File: src/rtl/bcd_updown_counter.sv
// bcd_updown_counter
//   Multi-digit synchronous BCD up/down counter with parallel load, count
//   enable, combinational terminal count and a registered wrap pulse.
//   Output q is packed BCD (digit 0 in [3:0]) so each nibble can feed a
//   7-segment decoder directly.
//
//   Optional build macro: BCD_CNT_SAT_EN
//     undefined (default) - counter wraps 999..9 -> 0 and 0 -> 999..9,
//                           wrap pulses for one cycle after each wrap.
//     defined             - counter saturates at the end of its range,
//                           wrap pulses for every cycle an enabled step
//                           was blocked by saturation.
//
//   Edge priority: rst_n low > load > en > hold.
module bcd_updown_counter #(
    parameter int                  DIGITS    = 3,
    parameter logic [4*DIGITS-1:0] RESET_VAL = '0
) (
    input  logic                  clk,
    input  logic                  rst_n,
    input  logic                  load,
    input  logic [4*DIGITS-1:0]   din,
    input  logic                  en,
    input  logic                  up,
    output logic [4*DIGITS-1:0]   q,
    output logic                  tc,
    output logic                  wrap
);

    localparam int W = 4 * DIGITS;

    // Forces every nibble into 0..9 so no illegal BCD digit can ever be
    // stored; anything above 9 becomes 9.
    function automatic logic [W-1:0] clamp_bcd(input logic [W-1:0] v);
        logic [W-1:0] r;
        r = v;
        for (int i = 0; i < DIGITS; i++) begin
            if (v[4*i +: 4] > 4'd9) begin
                r[4*i +: 4] = 4'd9;
            end
        end
        return r;
    endfunction

    // Reset value is also sanitised, so a badly chosen parameter cannot
    // seed the counter with an illegal digit.
    localparam logic [W-1:0] RESET_SAN = clamp_bcd(RESET_VAL);
    localparam logic [W-1:0] ALL_NINES = {DIGITS{4'h9}};

    logic [W-1:0] din_san;
    logic [W-1:0] step_q;
    logic         carry;
    logic         is_nines;
    logic         is_zero;
    logic         at_limit;

    assign din_san  = clamp_bcd(din);
    assign is_nines = (q == ALL_NINES);
    assign is_zero  = (q == '0);

    // The current step would run off the end of the range in the
    // requested direction.
    assign at_limit = up ? is_nines : is_zero;

    // Terminal count depends only on q, en and up; it is not registered.
    assign tc = en & at_limit;

    // Ripple one +1 / -1 step through all digits in a single cycle. A digit
    // at 9 (up) or 0 (down) rolls over and passes the carry/borrow on; the
    // first digit that does not roll over absorbs it. Rolling over every
    // digit yields the natural wrap to 0 or to all nines.
    always_comb begin
        step_q = q;
        carry  = 1'b1;
        for (int i = 0; i < DIGITS; i++) begin
            if (carry) begin
                if (up) begin
                    if (q[4*i +: 4] == 4'd9) begin
                        step_q[4*i +: 4] = 4'd0;
                    end else begin
                        step_q[4*i +: 4] = q[4*i +: 4] + 4'd1;
                        carry            = 1'b0;
                    end
                end else begin
                    if (q[4*i +: 4] == 4'd0) begin
                        step_q[4*i +: 4] = 4'd9;
                    end else begin
                        step_q[4*i +: 4] = q[4*i +: 4] - 4'd1;
                        carry            = 1'b0;
                    end
                end
            end
        end
    end

    // Count register and wrap pulse; wrap is cleared on every edge that
    // does not perform (or, when saturating, get blocked on) a limit step.
    always_ff @(posedge clk) begin
        if (!rst_n) begin
            q    <= RESET_SAN;
            wrap <= 1'b0;
        end else if (load) begin
            q    <= din_san;
            wrap <= 1'b0;
        end else if (en) begin
`ifdef BCD_CNT_SAT_EN
            if (at_limit) begin
                q    <= q;
                wrap <= 1'b1;
            end else begin
                q    <= step_q;
                wrap <= 1'b0;
            end
`else
            q    <= step_q;
            wrap <= at_limit;
`endif
        end else begin
            q    <= q;
            wrap <= 1'b0;
        end
    end

endmodule
File: config.mk
export PLATFORM = sky130hd
export DESIGN_NAME = bcd_updown_counter
export DESIGN_NICKNAME = d
export VERILOG_FILES = /design/src/rtl/bcd_updown_counter.sv
export SDC_FILE = /design/constraint.sdc
export NUM_CORES = 1
export LEC_CHECK = 0
export CORE_UTILIZATION = 30
export CTS_CLUSTER_SIZE = 30
export DETAILED_ROUTE_END_ITERATION = 7
export PLACE_DENSITY = 0.66
export SLEW_MARGIN = 15
export SYNTH_ARGS = -nofsm -noshare
export SYNTH_HDL_FRONTEND = slang
export SYNTH_SLANG_ARGS = --single-unit
File: constraint.sdc
create_clock -name clk -period 2.03 [get_ports clk]
set_input_delay 0.406 -clock clk [delete_from_list [all_inputs] [get_ports clk]]
set_output_delay 0.406 -clock clk [all_outputs]
set_load 0.05 [all_outputs]
# ---- After elaboration in Yosys (flattened, before gate mapping)
# Cells that the tools add are included.
dict set report word_totals {
  regBits 13
  inputBits 17
  output_inout_bits 14
}
dict set report classes {
  n_addsub 6
  order_cmp 3
  eq_ne 4
  muxes 24
  bitwise_logic 3
  reduce_logical 10
}
# operator count
set ops {}
lappend ops {{2-to-1 mux 4 bit} 14}
lappend ops {{2-to-1 mux 12 bit} 2}
lappend ops {{adder 4 x 1 -> 4 bit, second input constant} 3}
lappend ops {{== test 12 bit, second input constant} 1}
lappend ops {{== test 4 bit, second input constant} 3}
lappend ops {{greater-than comparator 4 bit, second input constant} 3}
lappend ops {{zero test 12 bit} 1}
lappend ops {{zero test 4 bit} 3}
lappend ops {{subtractor 4 x 1 -> 4 bit, second input constant} 3}
lappend ops {{2-to-1 mux 1 bit} 8}
lappend ops {{nonzero test 2 bit} 3}
lappend ops {{AND reduction 2 bit} 2}
lappend ops {{OR reduction 3 bit} 1}
lappend ops {{inverter 1 bit} 2}
lappend ops {{AND 1 bit} 1}

# ---- Logic depth before layout (Yosys ltp)
# Gate-level depths: netlist (run 1).
dict set report logic_depth {
  depth_word 7
  depth_mapped 7
}

# ---- Least setup slack after synthesis (run 1)
# OpenSTA, ideal clock, no wires.
dict set report synth_path {
  kind {reg2out}
  from {reg q[1]}
  to {out tc}
  t_arrival_ns 2.624
  required_ns 1.624
  setup_slack_ns -1.000
  stages_incl_launch_ff 6
  n_path_buf 1
  cell_sequence {dfxtp_1 -> buf_2 -> or4_4 -> nor4_1 -> a41oi_1 -> nor3_1}
}
dict set report synth_via {
  elab_chain_len 3
  word_cells_on_any_way 4
  classes_between {eq/ne (1); mux (1); bitwise (1); reduce/logical (1)}
}
# element line_no
set synth_lines {}
lappend synth_lines {{start: declaration} 25} ;# output logic [4*DIGITS-1:0] q,
lappend synth_lines {{start signal: assignment} 103} ;# q <= din_san;
lappend synth_lines {{start signal: assignment} 115} ;# q <= step_q;
lappend synth_lines {{start signal: assignment} 119} ;# q <= q;
lappend synth_lines {{== test 12 bit / zero test 12 bit (equally long branches)} {58, 59}}
lappend synth_lines {{2-to-1 mux 1 bit *} 63} ;# assign at_limit = up ? is_nines : is_zero;
lappend synth_lines {{AND 1 bit *} 66} ;# assign tc = en & at_limit;
lappend synth_lines {{end: declaration} 26} ;# output logic tc,
# Every way passes the cells marked *; elsewhere a longest branch is shown, timed or not.

# ---- Worst setup path after layout (run 1)
dict set report layout_path {
  from {reg q[0]}
  to {out tc}
}
# The elaborated chain is that of the path after synthesis.

==> impl_metrics.tcl, run 1 <==
set metrics [dict create \
    io_pins 31 \
    nNetsFinal 214 \
    die_y_um 63.6 \
    start_kind "register" \
    syn_to_final_growth_pct 46.4 \
    num-fill-cells 385 \
    port_buffers 30 \
    cts.path.max_buffers 2 \
    min_period_ns 2.14 \
    tightest_slew_ns 0.495 \
    syn_inst 159 \
    power.share.combinational 0.403 \
    synth_edf_count 0 \
    antenna_found_initial 0 \
    die_w_um 63.6 \
    pwr_density_cell_mw_per_mm2 534 \
    regArea_um2 277 \
    fin_skew_ns 0.000725 \
    synthTopCellsByArea "dfxtp_1 (23%), o21ai_0 (8.4%), a21oi_1 (4.0%)" \
    violations "negative setup slack" \
    grt_use_total 0.159 \
    ys_ff_latch 13 \
    vdd_drop_max_mv 0.206 \
    p_sw_w 0.000322 \
    worst-endpoint-arrival_ns 1.74 \
    multi_input_area_um2 815 \
    rows 22 \
    start_util 0.311 \
    fmax_ghz 0.467 \
    slowest_stage "or4_4" \
    cts_tree "built" \
    vias_per_cell 5.21 \
    drive_above_1_share 0.265 \
    grt_overflow 0 \
    grt_pass1_wl_um 5080 \
    path_buf_inv 1 \
    synth-main-ff-cell "dfxtp_1" \
    antenna_cells 0 \
    syn-num-nets 176 \
    switching_share 0.362 \
    slowest_delay_ns 0.56 \
    reg2reg_depth 6 \
    pwr-share-clk 0.267 \
    crit_fanout 3 \
    cts_root_buf "clkbuf_8" \
    slew-limit-headroom 0.669 \
    rsz0062_at_grt "true" \
    yosys.area.top_type_share 0.229 \
    clkSinkCount 13 \
    drt_pass1_iterations 4 \
    final_max_slew_viol_count 0 \
    critPathRequiredTime_ns 1.62 \
    hold_class "register to register" \
    ys_types 49 \
    hold_ws_ns 0.613 \
    p_seq_frac 0.331 \
    cts_hold_buf 0 \
    route.detailed.drc 0 \
    yosysWarningCount 0 \
    ys_seq_area_frac 0.229 \
    syn_area_mm2 0.00114 \
    die_area_mm2 0.00404 \
    cp-end-kind "output port" \
    critical_path_depth 5 \
    avgRoutedWirePerCell_um 13.0 \
    drt_iter0_markers 56 \
    path_class "register to output port" \
    wl_um 3170 \
    grt_max_degree 17 \
    setup-tns-final_ns -0.111 \
    synth_async_sr_flop_share 0 \
    cts_setup_buffers 0 \
    cap_violations 0 \
    rrSetupSlack_ns 0.38 \
    synth_area_per_cell_um2 7.15 \
    antenna_left 0 \
    status "finished, violations left" \
    hold_viol 0 \
    p_int_w 0.000567 \
    setup_ws_ns -0.111 \
    yosys.area.top_type "dfxtp_1" \
    setup_violations 1 \
    h-tree-depth 1 \
    gp_congestion 0.742 \
    fin_crit_sh 1.05 \
    crit_family "simple AND/OR/NAND/NOR gates" \
    coreArea_mm2 0.00366 \
    hold_depth 2 \
    dp_hpwl_um 2320 \
    insertion_delay_ns 0.24 \
    numCtsBuffers 3 \
    p_leak_nw 0.642 \
    grt_pass1_vias 1097 \
    cp_cell_sequence "or4_4 > nor4_4 > a41oi_2 > nor3_4 > buf_12" \
    num_vias 1272 \
    clk_pin_slew_worst_paths_ns 0.06 \
]
## tightest hold or removal path: cells and delay by family (launching register included)
kind             cells  cell delay (ns)
AND/OR/NAND/NOR      2             0.25
flip-flops           1             0.32
## through the flow
stage | cells | total power, W | util | setup WS, ns | cell area, um2
after detailed placement | 240 | 0.000656 | 0.441 | -0.348 | 1620
after floorplan | 159 | 0.000532 | - | -0.102 | 1200
after global placement | 240 | 0.000654 | 0.441 | -0.299 | 1620
final | 244 | 0.000889 | 0.455 | -0.111 | 1670
after global routing | 244 | 0.000939 | 0.455 | -0.164 | 1670
after CTS | 244 | 0.000897 | 0.453 | -0.176 | 1660
## power by group through the flow
stage	sequential, W	combinational [W]	clock, W
global route	0.000296	0.000388	0.000255
floorplan	0.000353	0.000179	0
CTS	0.000294	0.000357	0.000246
finish	0.000294	0.000358	0.000237
global placement	0.000299	0.000355	0
detailed placement	0.000299	0.000357	0
## cells in the mapped netlist (2+ instances only)
cell,n
xor2_1,3
mux2i_1,3
o311a_1,2
o22ai_1,3
buf_2,7
dfxtp_1,13
o211ai_1,3
nor4_1,3
nor2_1,12
nand4b_1,2
nor3_1,7
nand3_1,7
a221oi_1,3
o31ai_1,3
o21ai_0,19
nand2_1,10
a21oi_1,9
nor2b_1,4
clkbuf_1,8
o21a_1,3
inv_1,5
xnor2_1,3
## repair_timing
action | CTS | global route
endpoints found under the setup margin | 1 | 1
pin swaps | 1 | 1
resized for setup | 1 | 1
## sequential cells by signal (all words and copies together), names as in the netlist
name / count
q: 12
wrap: 1
## layout by cell type (no fill, tap or decap), drive strengths merged, types with 2 or more instances in the layout
cell,n
o21a,3
mux2i,3
clkbuf,4
o22ai,3
o31ai,4
a221oi,3
buf,26
and2,2
nand4b,2
nand2,11
o211ai,3
nor2b,4
xor2,3
inv,5
and3,2
nand3,7
o311a,2
o21ai,19
a21oi,9
nor4,3
dfxtp,13
xnor2,3
clkdlybuf4s50,23
or3,2
nor2,12
nor3,7
## layer usage
metal	vias to the layer above	wire length, um	global-route usage
met1	577	1560	0.218
li1	656	-	-
met3	2	142	0.0272
met5	-	0	0
met4	0	12	0.0341
met2	37	1460	0.255
## layout make-up
type / count / area share
inverters: 6 / 0.0135
well taps: 48 / 0.0361
flip-flops and latches: 13 / 0.166
repair buffers: 50 / 0.268
clock buffers: 4 / 0.0270
multi-input cells: 123 / 0.489
## cells by family after synthesis
logic type                Yosys count  synth area share
AOI/OAI and AO/OA                  56             0.330
xor gates and xnor gates            6            0.0462
buffers and inverters              23            0.0902
DFF                                13             0.229
muxes                               4            0.0363
and+or+nand+nor                    57             0.268
## path summary, 6_finish.rpt
path              from   end
setup / recovery  q[0]    tc
hold / removal    q[5]  wrap
setup reg to reg  q[7]  q[9]
hold reg to reg   q[5]  wrap
No activity file was read; power rests on OpenSTA's default activity.
==> run 2, diff against run 1 <==
- DONT_BUFFER_PORTS: not set -> 1
- PLACE_DENSITY: 0.66 -> 0.56
==> impl_metrics.tcl, run 2 (synthesized netlist as in run 1, its figures left out) <==
set metrics [dict create \
    status "finished, violations left" \
    violations "negative setup slack" \
    cts_setup_buffers 0 \
    num_vias 1185 \
    pwr_density_cell_mw_per_mm2 597 \
    grt_pass1_wl_um 5240 \
    route.detailed.drc 0 \
    hold_ws_ns 0.267 \
    start_util 0.311 \
    drive_above_1_share 0.259 \
    tightest_slew_ns 0.477 \
    grt_use_total 0.166 \
    antenna_found_initial 0 \
    numCtsBuffers 3 \
    cts-resized-gates 0 \
    final_max_slew_viol_count 0 \
    port_buffers 0 \
    path_class "register to output port" \
    fin_crit_sh 1.07 \
    fin_skew_ns 0.00218 \
    r2r-start "q[3]" \
    fmax_ghz 0.462 \
    slew-limit-headroom 0.681 \
    cts.path.max_buffers 2 \
    cap_violations 0 \
    vdd_drop_max_mv 0.319 \
    path_buf_inv 1 \
    layout_common_cells "o21ai_0 (19), buf_4 (15), nor2_1 (12), nand2_1 (10), a21oi_1 (9)" \
    fin_util 0.369 \
    io_pins 31 \
    setup_violations 1 \
    worst-endpoint-arrival_ns 1.76 \
    hold_start "rst_n" \
    min_period_ns 2.16 \
    crit_fanout 11 \
    crit_family "simple AND/OR/NAND/NOR gates" \
    antenna_left 0 \
    vias_per_cell 5.64 \
    h-tree-depth 1 \
    cp_cell_sequence "or4_4 > nor4_4 > a41oi_2 > nor3_4 > buf_12" \
    slowest_delay_ns 0.53 \
    holdPathEnd "q[9]" \
    dp_hpwl_um 2300 \
    slowest_stage "or4_4" \
    rrSetupSlack_ns 0.34 \
    grt_pass1_vias 1124 \
    rsz0062_at_grt "true" \
    top_register "q" \
    grt_overflow 0 \
    p_leak_nw 0.503 \
    antenna_cells 0 \
    grt_max_degree 28 \
    wl_um 3020 \
    start_kind "register" \
    critPathRequiredTime_ns 1.62 \
    cts_hold_buf 0 \
    insertion_delay_ns 0.25 \
    largestRegisters "q (12), wrap (1)" \
    die_w_um 63.6 \
    cts_root_buf "clkbuf_8" \
    coreArea_mm2 0.00366 \
    avgRoutedWirePerCell_um 14.4 \
    reg2reg_depth 6 \
    drt_pass1_iterations 4 \
    final_common_cell "o21ai_0" \
    clk_pin_slew_worst_paths_ns 0.06 \
    hold_depth 1 \
    largest_reg_flops 12 \
    die_area_mm2 0.00404 \
    gp_congestion 0.789 \
    cp-end-kind "output port" \
    nNetsFinal 180 \
    die_y_um 63.6 \
    cts_tree "built" \
    setup_ws_ns -0.134 \
    hold_viol 0 \
    rows 22 \
    clkSinkCount 13 \
    hold_class "primary input to register" \
    rr_endpoint "q[7]" \
    drt_iter0_markers 33 \
    syn_to_final_growth_pct 18.8 \
]
[run 2: cell types whose count changed in the layout (fill, tap and decap cells not counted), sizes merged]
cell and change:
clkdlybuf4s50 -23, dlygate4sd2 -1, buf -10
[run 2: power by group]
group,internal (W),switching [W],total (W)
sequential,0.000275,0.0000195,0.000294
combinational,0.0000993,0.000173,0.000272
clock,0.000139,0.000102,0.000241
total,0.000513,0.000294,0.000807
[run 2: how the worst max path moves through the flow]
| stage | depth (start not counted) | from | slack [ns] | endpoint |
|---|---|---|---|---|
| after floorplan | 5 | q[1] | -0.10 | tc |
| after global placement | 5 | q[1] | 0.15 | tc |
| after detailed placement | 5 | q[1] | 0.13 | tc |
| after CTS | 5 | q[1] | -0.14 | tc |
| after global routing | 5 | q[1] | -0.21 | tc |
| final | 5 | q[1] | -0.13 | tc |
[run 2: cell type report]
| class | instances | area [um2] |
|---|---|---|
| timing repair buffer | 16 | 133 |
| fill | 403 | 2310 |
| clock buffer | 4 | 45.0 |
| multi-input combinational | 123 | 815 |
| inverter | 6 | 22.5 |
| tap | 48 | 60.1 |
| sequential | 13 | 277 |
[run 2: routing by layer]
layer,share of wire,wire [um],track usage,vias up
li1,-,-,-,593
met3,0.064,195,0.0489,4
met2,0.48,1460,0.261,31
met5,0,0,0,-
met4,0.0089,27,0.0739,0
met1,0.44,1340,0.206,557
[run 2: stage by stage]
step	power (W)	setup TNS [ns]	cell area (um2)	cells	setup slack, ns
2_1_floorplan	0.000532	-0.102	1200	159	-0.102
3_3_place_gp	0.000566	0	1300	206	0.155
3_5_place_dp	0.000571	0	1300	206	0.130
4_1_cts	0.000818	-0.145	1350	210	-0.145
5_1_grt	0.000856	-0.208	1350	210	-0.208
6_report	0.000807	-0.134	1350	210	-0.134
==> run 3, diff against run 2 <==
- CORE_UTILIZATION: 30 -> 62
- PLACE_DENSITY: 0.56 -> 0.9
- clock period: 2.03 -> 2.2 ns (I/O delays scaled with it)
==> impl_metrics.tcl, run 3 (synthesized netlist as in run 1, its figures left out) <==
set metrics [dict create \
    violations "negative setup slack" \
    cts.path.max_buffers 2 \
    start_kind "register" \
    route.detailed.drc 0 \
    numCtsBuffers 3 \
    r2r-start "q[0]" \
    grt.met3_usage 0.0680 \
    num_vias 1250 \
    setup_violations 1 \
    largest_reg_flops 12 \
    cp-startpoint "q[0]" \
    io_pins 31 \
    grt_pass1_wl_um 4770 \
    die_y_um 44.8 \
    min_period_ns 2.21 \
    p_leak_nw 0.484 \
    cap_violations 0 \
    clkSinkCount 13 \
    rsz0062_at_grt "true" \
    crit_fanout 3 \
    avgRoutedWirePerCell_um 16.3 \
    rows 15 \
    num-fill-cells 130 \
    setup_ws_ns -0.0133 \
    port_buffers 0 \
    die_area_mm2 0.00201 \
    drt_iter0_markers 64 \
    fin_crit_sh 1.01 \
    pwr_density_cell_mw_per_mm2 524 \
    top_register "q" \
    cts_root_buf "clkbuf_4" \
    dp_hpwl_um 2180 \
    cts_tree "built" \
    antenna_left 0 \
    clk_pin_slew_worst_paths_ns 0.09 \
    grt_pass1_vias 1066 \
    cp-end-kind "output port" \
    vias_per_cell 6.76 \
    met2_usage 0.524 \
    critPathRequiredTime_ns 1.76 \
    cts_setup_buffers 0 \
    hold_ws_ns 0.271 \
    fin_skew_ns 0.00716 \
    gp_congestion 0.831 \
    h-tree-depth 1 \
    tightest_slew_ns 0.604 \
    drt_pass1_iterations 4 \
    fin_util 0.746 \
    p_total_w 0.000675 \
    met1_usage 0.409 \
    status "finished, violations left" \
    nNetsFinal 178 \
    dp.cells 181 \
    grt_busiest_layer "met2" \
    grt_use_total 0.323 \
    coreArea_mm2 0.00173 \
    hold_start "rst_n" \
    wl_um 3010 \
    grt_max_degree 28 \
    vdd_drop_max_mv 0.463 \
    hold_class "primary input to register" \
    fin_cells 185 \
    path_class "register to output port" \
    syn_to_final_growth_pct 13.2 \
    insertion_delay_ns 0.28 \
    slew-limit-headroom 0.593 \
    fmax_ghz 0.452 \
    final_common_cell "o21ai_0" \
    final_max_slew_viol_count 0 \
    die_w_um 44.8 \
    grt_overflow 0 \
    start_util 0.659 \
    drive_above_1_share 0.244 \
    layout_common_cells "o21ai_0 (19), buf_4 (13), nor2_1 (12), nand2_1 (10), a21oi_1 (9)" \
    antenna_found_initial 0 \
    largestRegisters "q (12), wrap (1)" \
    antenna_cells 0 \
    worst-endpoint-arrival_ns 1.77 \
    hold_viol 0 \
]
## run 3: final timing paths
check,endpoint,slack [ns],cells after the start
worst min register to register,wrap,0.61,2
worst max register to register,q[7],0.45,6
worst max-delay path,tc,-0.01,5
worst min-delay path,q[9],0.27,1
## run 3: routing by layer
metal | share of wire | up-vias
met3 | 0.076 | 8
met5 | 0 | -
met2 | 0.50 | 52
met4 | 0.018 | 0
met1 | 0.40 | 604
li1 | - | 586
## run 3: repair_timing
| item | in CTS | in global routing |
|---|---|---|
| resized for setup | 1 | 0 |
| endpoints found under the setup margin | 1 | 1 |
| endpoints found under the hold margin | 0 | 0 |
| hold buffers | 0 | 0 |
## run 3: metrics by stage
stage | instance area (um2) | TNS [ns] | setup WS, ns
final | 1290 | -0.0133 | -0.0133
after global routing | 1290 | -0.0968 | -0.0968
after CTS | 1290 | -0.0172 | -0.0172
after detailed placement | 1250 | 0 | 0.296
after global placement | 1250 | 0 | 0.329
after floorplan | 1200 | 0 | 0.0321
## run 3: report_power, final
group	switching [W]	total [W]	internal [W]	leakage, nW
Combinational	0.000159	0.000248	0.0000881	0.359
Sequential	0.0000221	0.000275	0.000253	0.110
Clock	0.0000820	0.000152	0.0000703	0.0150
Total	0.000264	0.000675	0.000412	0.484
## run 3: critical path, cell delays in order (launching register included)
cell and delay (ns):
dfxtp_2 0.34, or4_4 0.55, nor4_4 0.16, a41oi_2 0.09, nor3_4 0.18, buf_12 0.16
## run 3: area by class of cell
| cell class | instances | area (um2) | area share |
|---|---|---|---|
| repair buffers | 14 | 118 | 0.0914 |
| clock buffers | 4 | 26.3 | 0.0204 |
| flip-flops and latches | 13 | 275 | 0.214 |
| well taps | 25 | 31.3 | 0.0243 |
| inverters | 6 | 22.5 | 0.0175 |
| multi-input cells | 123 | 815 | 0.633 |
==> variant 1, RTL diff (config.mk and constraints of run 1) <==
Set the parameter `DIGITS` to 2 (it was 3).
--- a/src/rtl/bcd_updown_counter.sv
+++ b/src/rtl/bcd_updown_counter.sv
@@ -14,5 +14,5 @@
 //   Edge priority: rst_n low > load > en > hold.
 module bcd_updown_counter #(
-    parameter int                  DIGITS    = 3,
+    parameter int                  DIGITS    = 2,
     parameter logic [4*DIGITS-1:0] RESET_VAL = '0
 ) (
Interface: changed (resized din and q); port bits go from 31 to 23. The function was not compared with the original's and may differ.
==> variant 1 against run 1 <==
- die area down 33%
- worst hold slack improved by 0.038 ns
- final area is 37% lower
- register-to-register slack improved by 0.13 ns
- core utilization up 0.25 points
- sequential cell count down 4
- non-clock buffer count decreased by 20
- clock power is 37% lower
- routed wire length decreased by 45%
- synthesized cell count decreased by 36%
- power down 35%
- synthesized area decreased by 34%
- setup slack gained 0.22 ns
- largest cell class unchanged
- highest routed layer unchanged
==> variant 1: results (changes against run 1) <==
{| class="wikitable"
! Metric !! Value
|-
| Most frequent cells after synthesis || sky130_fd_sc_hd__o21ai_0, sky130_fd_sc_hd__a21oi_1, sky130_fd_sc_hd__dfxtp_1, sky130_fd_sc_hd__inv_1, sky130_fd_sc_hd__nand2_1 (was sky130_fd_sc_hd__o21ai_0, sky130_fd_sc_hd__dfxtp_1, sky130_fd_sc_hd__nor2_1, sky130_fd_sc_hd__nand2_1, sky130_fd_sc_hd__a21oi_1)
|-
| Run status || finished clean (was complete, but fails checks)
|-
| Met3 usage || 0.03801 (was 0.02717)
|-
| Met1 layer usage reported by global route || 0.1831 (was 0.2182)
|-
| Met3 wirelength from detailed routing || 116 um (was 142 um)
|-
| Met2 Resource Use GR || 0.2372 (was 0.2553)
|-
| Mux cell area share after synthesis || 0.01340 (was 0.03630)
|-
| Overall track demand over capacity in global routing || 0.1516 (was 0.1586)
|-
| Global placer's final weighted congestion || 0.7352 (was 0.7419)
|-
| Length of routed met2 wiring || 753 um (was 1.457 mm)
|-
| Setup Crit Path Kind || in -> out (was reg -> out)
|-
| Count of different cell masters after synthesis || 37 (was 49)
|-
| Top Registers || q x8, wrap x1 (was q x12, wrap x1)
|-
| Post-synth net total || 115 (was 176)
|-
| Largest net degree at the start of global routing || 14 (was 17)
|-
| Worst hold margin || 0.6509 ns (was 0.6131 ns)
|-
| Largest incremental delay on the critical path || 0.26 ns (was 0.56 ns)
|-
| Min-delay src || q[3]$_SDFFE_PN0P_ (was q[5]$_SDFFE_PN0P_)
|-
| Post-route minimum period || 1.923 ns (was 2.141 ns)
|-
| Pre-CTS WS || -0.03560 ns (was -0.3475 ns)
|-
| R2r endpoint || q[7]$_SDFFE_PN0P_ (was q[9]$_SDFFE_PN0P_)
|-
| Largest cells by area after synthesis || sky130_fd_sc_hd__dfxtp_1, sky130_fd_sc_hd__o21ai_0, sky130_fd_sc_hd__a21oi_1 (unchanged)
|-
| Area growth from synthesis to final layout || 39.36% (was 46.42%)
|-
| Switching Share || 0.3724 (was 0.3619)
|-
| Vias in the first global route || 743 (was 1,097)
|-
| Share of the yosys chip area belonging to registers || 0.2412 (was 0.2288)
|-
| Number of input and output port buffers inserted || 22 (was 30)
|-
| Depth of the worst register-to-register path || 5 (was 6)
|-
| Post-synthesis area per instance || 7.323 um2 (was 7.153 um2)
|-
| Wire length of the first global-routing pass || 2.994 mm (was 5.078 mm)
|-
| Insertion delay of the later-clocked pin in the worst-skew pair || 0.27 ns (was 0.24 ns)
|-
| Number of buffers inserted to repair setup after CTS || 1 (was 0)
|-
| Number of vias per cell after detailed routing || 5.247 (was 5.213)
|-
| End point of the worst hold path || q[3]$_SDFFE_PN0P_ (was wrap$_SDFF_PP0_)
|-
| Peak supply drop || 0.3456 mV (was 0.2057 mV)
|}
## variant 1: cell count changes in the layout (fill, tap and decap cells not counted), moves of 4 or more
cell                              before  now
sky130_fd_sc_hd__o21ai_0              19   11
sky130_fd_sc_hd__nand3_1               7    2
sky130_fd_sc_hd__nand2_1              10    5
sky130_fd_sc_hd__nor2_1               12    3
sky130_fd_sc_hd__buf_4                25   16
sky130_fd_sc_hd__dfxtp_2               7    0
sky130_fd_sc_hd__inv_1                 5    9
sky130_fd_sc_hd__clkdlybuf4s50_1      23   12
sky130_fd_sc_hd__dfxtp_1               4    9
## variant 1: power by group through the flow
stage               clock [uW]  sequential (uW)  combinational, uW
floorplan                    0              244                112
global placement             0              219                200
detailed placement           0              220                202
CTS                        154              216                204
global route               160              222                232
finish                     149              219                211
## variant 1: cell type report
type                            count  share of cell area
Clock buffer                        4             0.02524
Sequential cell                     9              0.1731
Inverter                            9             0.03245
Tap cell                           28             0.03365
Timing Repair Buffer               30              0.2584
Multi-Input combinational cell     74              0.4772
==> variant 2, RTL diff (settings of run 1) <==
Made on the original files. Make the reset (`rst_n`) asynchronous in one clocked block.
--- a/src/rtl/bcd_updown_counter.sv
+++ b/src/rtl/bcd_updown_counter.sv
@@ -96,5 +96,5 @@
     // Count register and wrap pulse; wrap is cleared on every edge that
     // does not perform (or, when saturating, get blocked on) a limit step.
-    always_ff @(posedge clk) begin
+    always_ff @(posedge clk or negedge rst_n) begin
         if (!rst_n) begin
             q    <= RESET_SAN;
Check against the original RTL: differs if rst_n is asserted again (counterexample within 4 cycles, from zero or initial values and one cycle with rst_n low); with rst_n held inactive, the same outputs for 10 cycles.
==> variant 2 against run 1 <==
- final cell count fell by 2.5%
- synthesized cell count fell by 0.63%
- via count fell by 3.5%
- final area fell by 2.2%
- setup slack improved by 0.12 ns
- synthesized area rose by 3.7%
- count of clock-buffer cells in the layout did not move
- power rose by 15%
- sequential cell count did not move
- routed wire length fell by 4.5%
- global-route usage fell by 0.095 points
==> variant 2: results (changes against run 1) <==
{| class="wikitable"
! Metric !! Value
|-
| Leakage power of the design || 0.0006248 uW (was 0.0006415 uW)
|-
| Worst setup path start || q[4]$_DFFE_PN0P_ (was q[0]$_SDFFE_PN0P_)
|-
| Total wire length || 3.027 mm (was 3.170 mm)
|-
| Met1 layer usage reported by global route || 0.2021 (was 0.2182)
|-
| Area after DPL || 0.001540 mm2 (was 0.001615 mm2)
|-
| Post-synth net total || 175 (was 176)
|-
| Global placer's final weighted congestion || 0.8152 (was 0.7419)
|-
| Count of different cell masters after synthesis || 44 (was 49)
|-
| Total number of nets in the final design || 208 (was 214)
|-
| Total number of vias || 1,227 (was 1,272)
|-
| Main flop type after synthesis || sky130_fd_sc_hd__dfrtp_1 (was sky130_fd_sc_hd__dfxtp_1)
|-
| Met3 usage || 0.02817 (was 0.02717)
|-
| HPWL after detailed placement || 2.233 mm (was 2.319 mm)
|-
| Most frequent cells after synthesis || sky130_fd_sc_hd__o21ai_0, sky130_fd_sc_hd__nor2_1, sky130_fd_sc_hd__dfrtp_1, sky130_fd_sc_hd__a21oi_1, sky130_fd_sc_hd__nand2_1 (was sky130_fd_sc_hd__o21ai_0, sky130_fd_sc_hd__dfxtp_1, sky130_fd_sc_hd__nor2_1, sky130_fd_sc_hd__nand2_1, sky130_fd_sc_hd__a21oi_1)
|-
| FF-to-FF Start || q[0]$_DFFE_PN0P_ (was q[7]$_SDFFE_PN0P_)
|-
| Slew at the pin with the worst max-slew slack || 0.4852 ns (was 0.4950 ns)
|-
| Worst R2R Setup Slack || 0.30 ns (was 0.38 ns)
|-
| Met3 wirelength from detailed routing || 99 um (was 142 um)
|-
| Worst path arrival time || 1.62 ns (was 1.74 ns)
|-
| Run status || finished clean (was complete, but fails checks)
|-
| Layout cell share with drive strength beyond 1 || 0.2632 (was 0.2653)
|-
| Violation count after the first detailed-routing iteration || 97 (was 56)
|-
| Largest net degree at the start of global routing || 20 (was 17)
|-
| Wire length of the first global-routing pass || 5.106 mm (was 5.078 mm)
|-
| Vias in the first global route || 1,102 (was 1,097)
|-
| Critical-path top delay cell || sky130_fd_sc_hd__dfrtp_2 (was sky130_fd_sc_hd__or4_4)
|-
| Largest incremental delay on the critical path || 0.42 ns (was 0.56 ns)
|-
| Depth of the worst register-to-register path || 5 (was 6)
|-
| Peak supply drop || 0.1843 mV (was 0.2057 mV)
|-
| Final worst clock skew || 0.002206 ns (was 0.0007254 ns)
|}
[variant 2: changes by cell type after synthesis, moves of 3 or more]
cell                      delta
sky130_fd_sc_hd__a31oi_1     +4
sky130_fd_sc_hd__o21ai_1     +3
sky130_fd_sc_hd__dfrtp_1    +13
sky130_fd_sc_hd__dfxtp_1    -13
[variant 2: power breakdown]
group	internal (uW)	switching [uW]	total, uW
Clock	139	104	243
Combinational	184	242	426
Sequential	289	66.0	355
Total	612	412	1020
[variant 2: cell type report]
class                           instances  area [um2]
Clock buffer                            4       45.04
Fill cell                             390        2087
Inverter                                5       18.77
Multi-Input combinational cell        123       775.7
Sequential cell                        13       334.1
Tap cell                               48       60.06
Timing Repair Buffer                   45       395.4
[variant 2: worst max path at each step]
stage | depth (start not counted) | endpoint | slack (ns)
3_5_place_dp | 7 | tc | -0.20
2_1_floorplan | 6 | tc | 0.008
6_report | 6 | tc | 0.005
5_1_grt | 6 | tc | -0.09
4_1_cts | 6 | tc | -0.003
3_3_place_gp | 7 | tc | -0.14
[variant 2: through the flow]
stage / worst slack [ns] / setup TNS (ns) / instances
CTS: -0.002743 / -0.002743 / 236
global route: -0.08582 / -0.08582 / 238
global placement: -0.1428 / -0.5516 / 230
floorplan: 0.007734 / 0 / 158
detailed placement: -0.2034 / -0.7818 / 230
finish: 0.004729 / 0 / 238
[variant 2: logic make-up (layout without fill, tap and decap cells)]
kind of cell              after synthesis  count (layout)  synth area share
DFF                                    13              13            0.2757
muxes                                   2               2           0.01697
and+or+nand+nor                        59              59            0.2725
AOI/OAI and AO/OA                      56              56            0.2969
buffers and inverters                  22              54           0.09331
xor gates and xnor gates                6               6           0.04454
[variant 2: repair_timing]
action,CTS,global route
buffers inserted,2,2
resized for setup,6,1
setup endpoints to repair,1,1
pin swaps,2,1
hold buffers,0,0
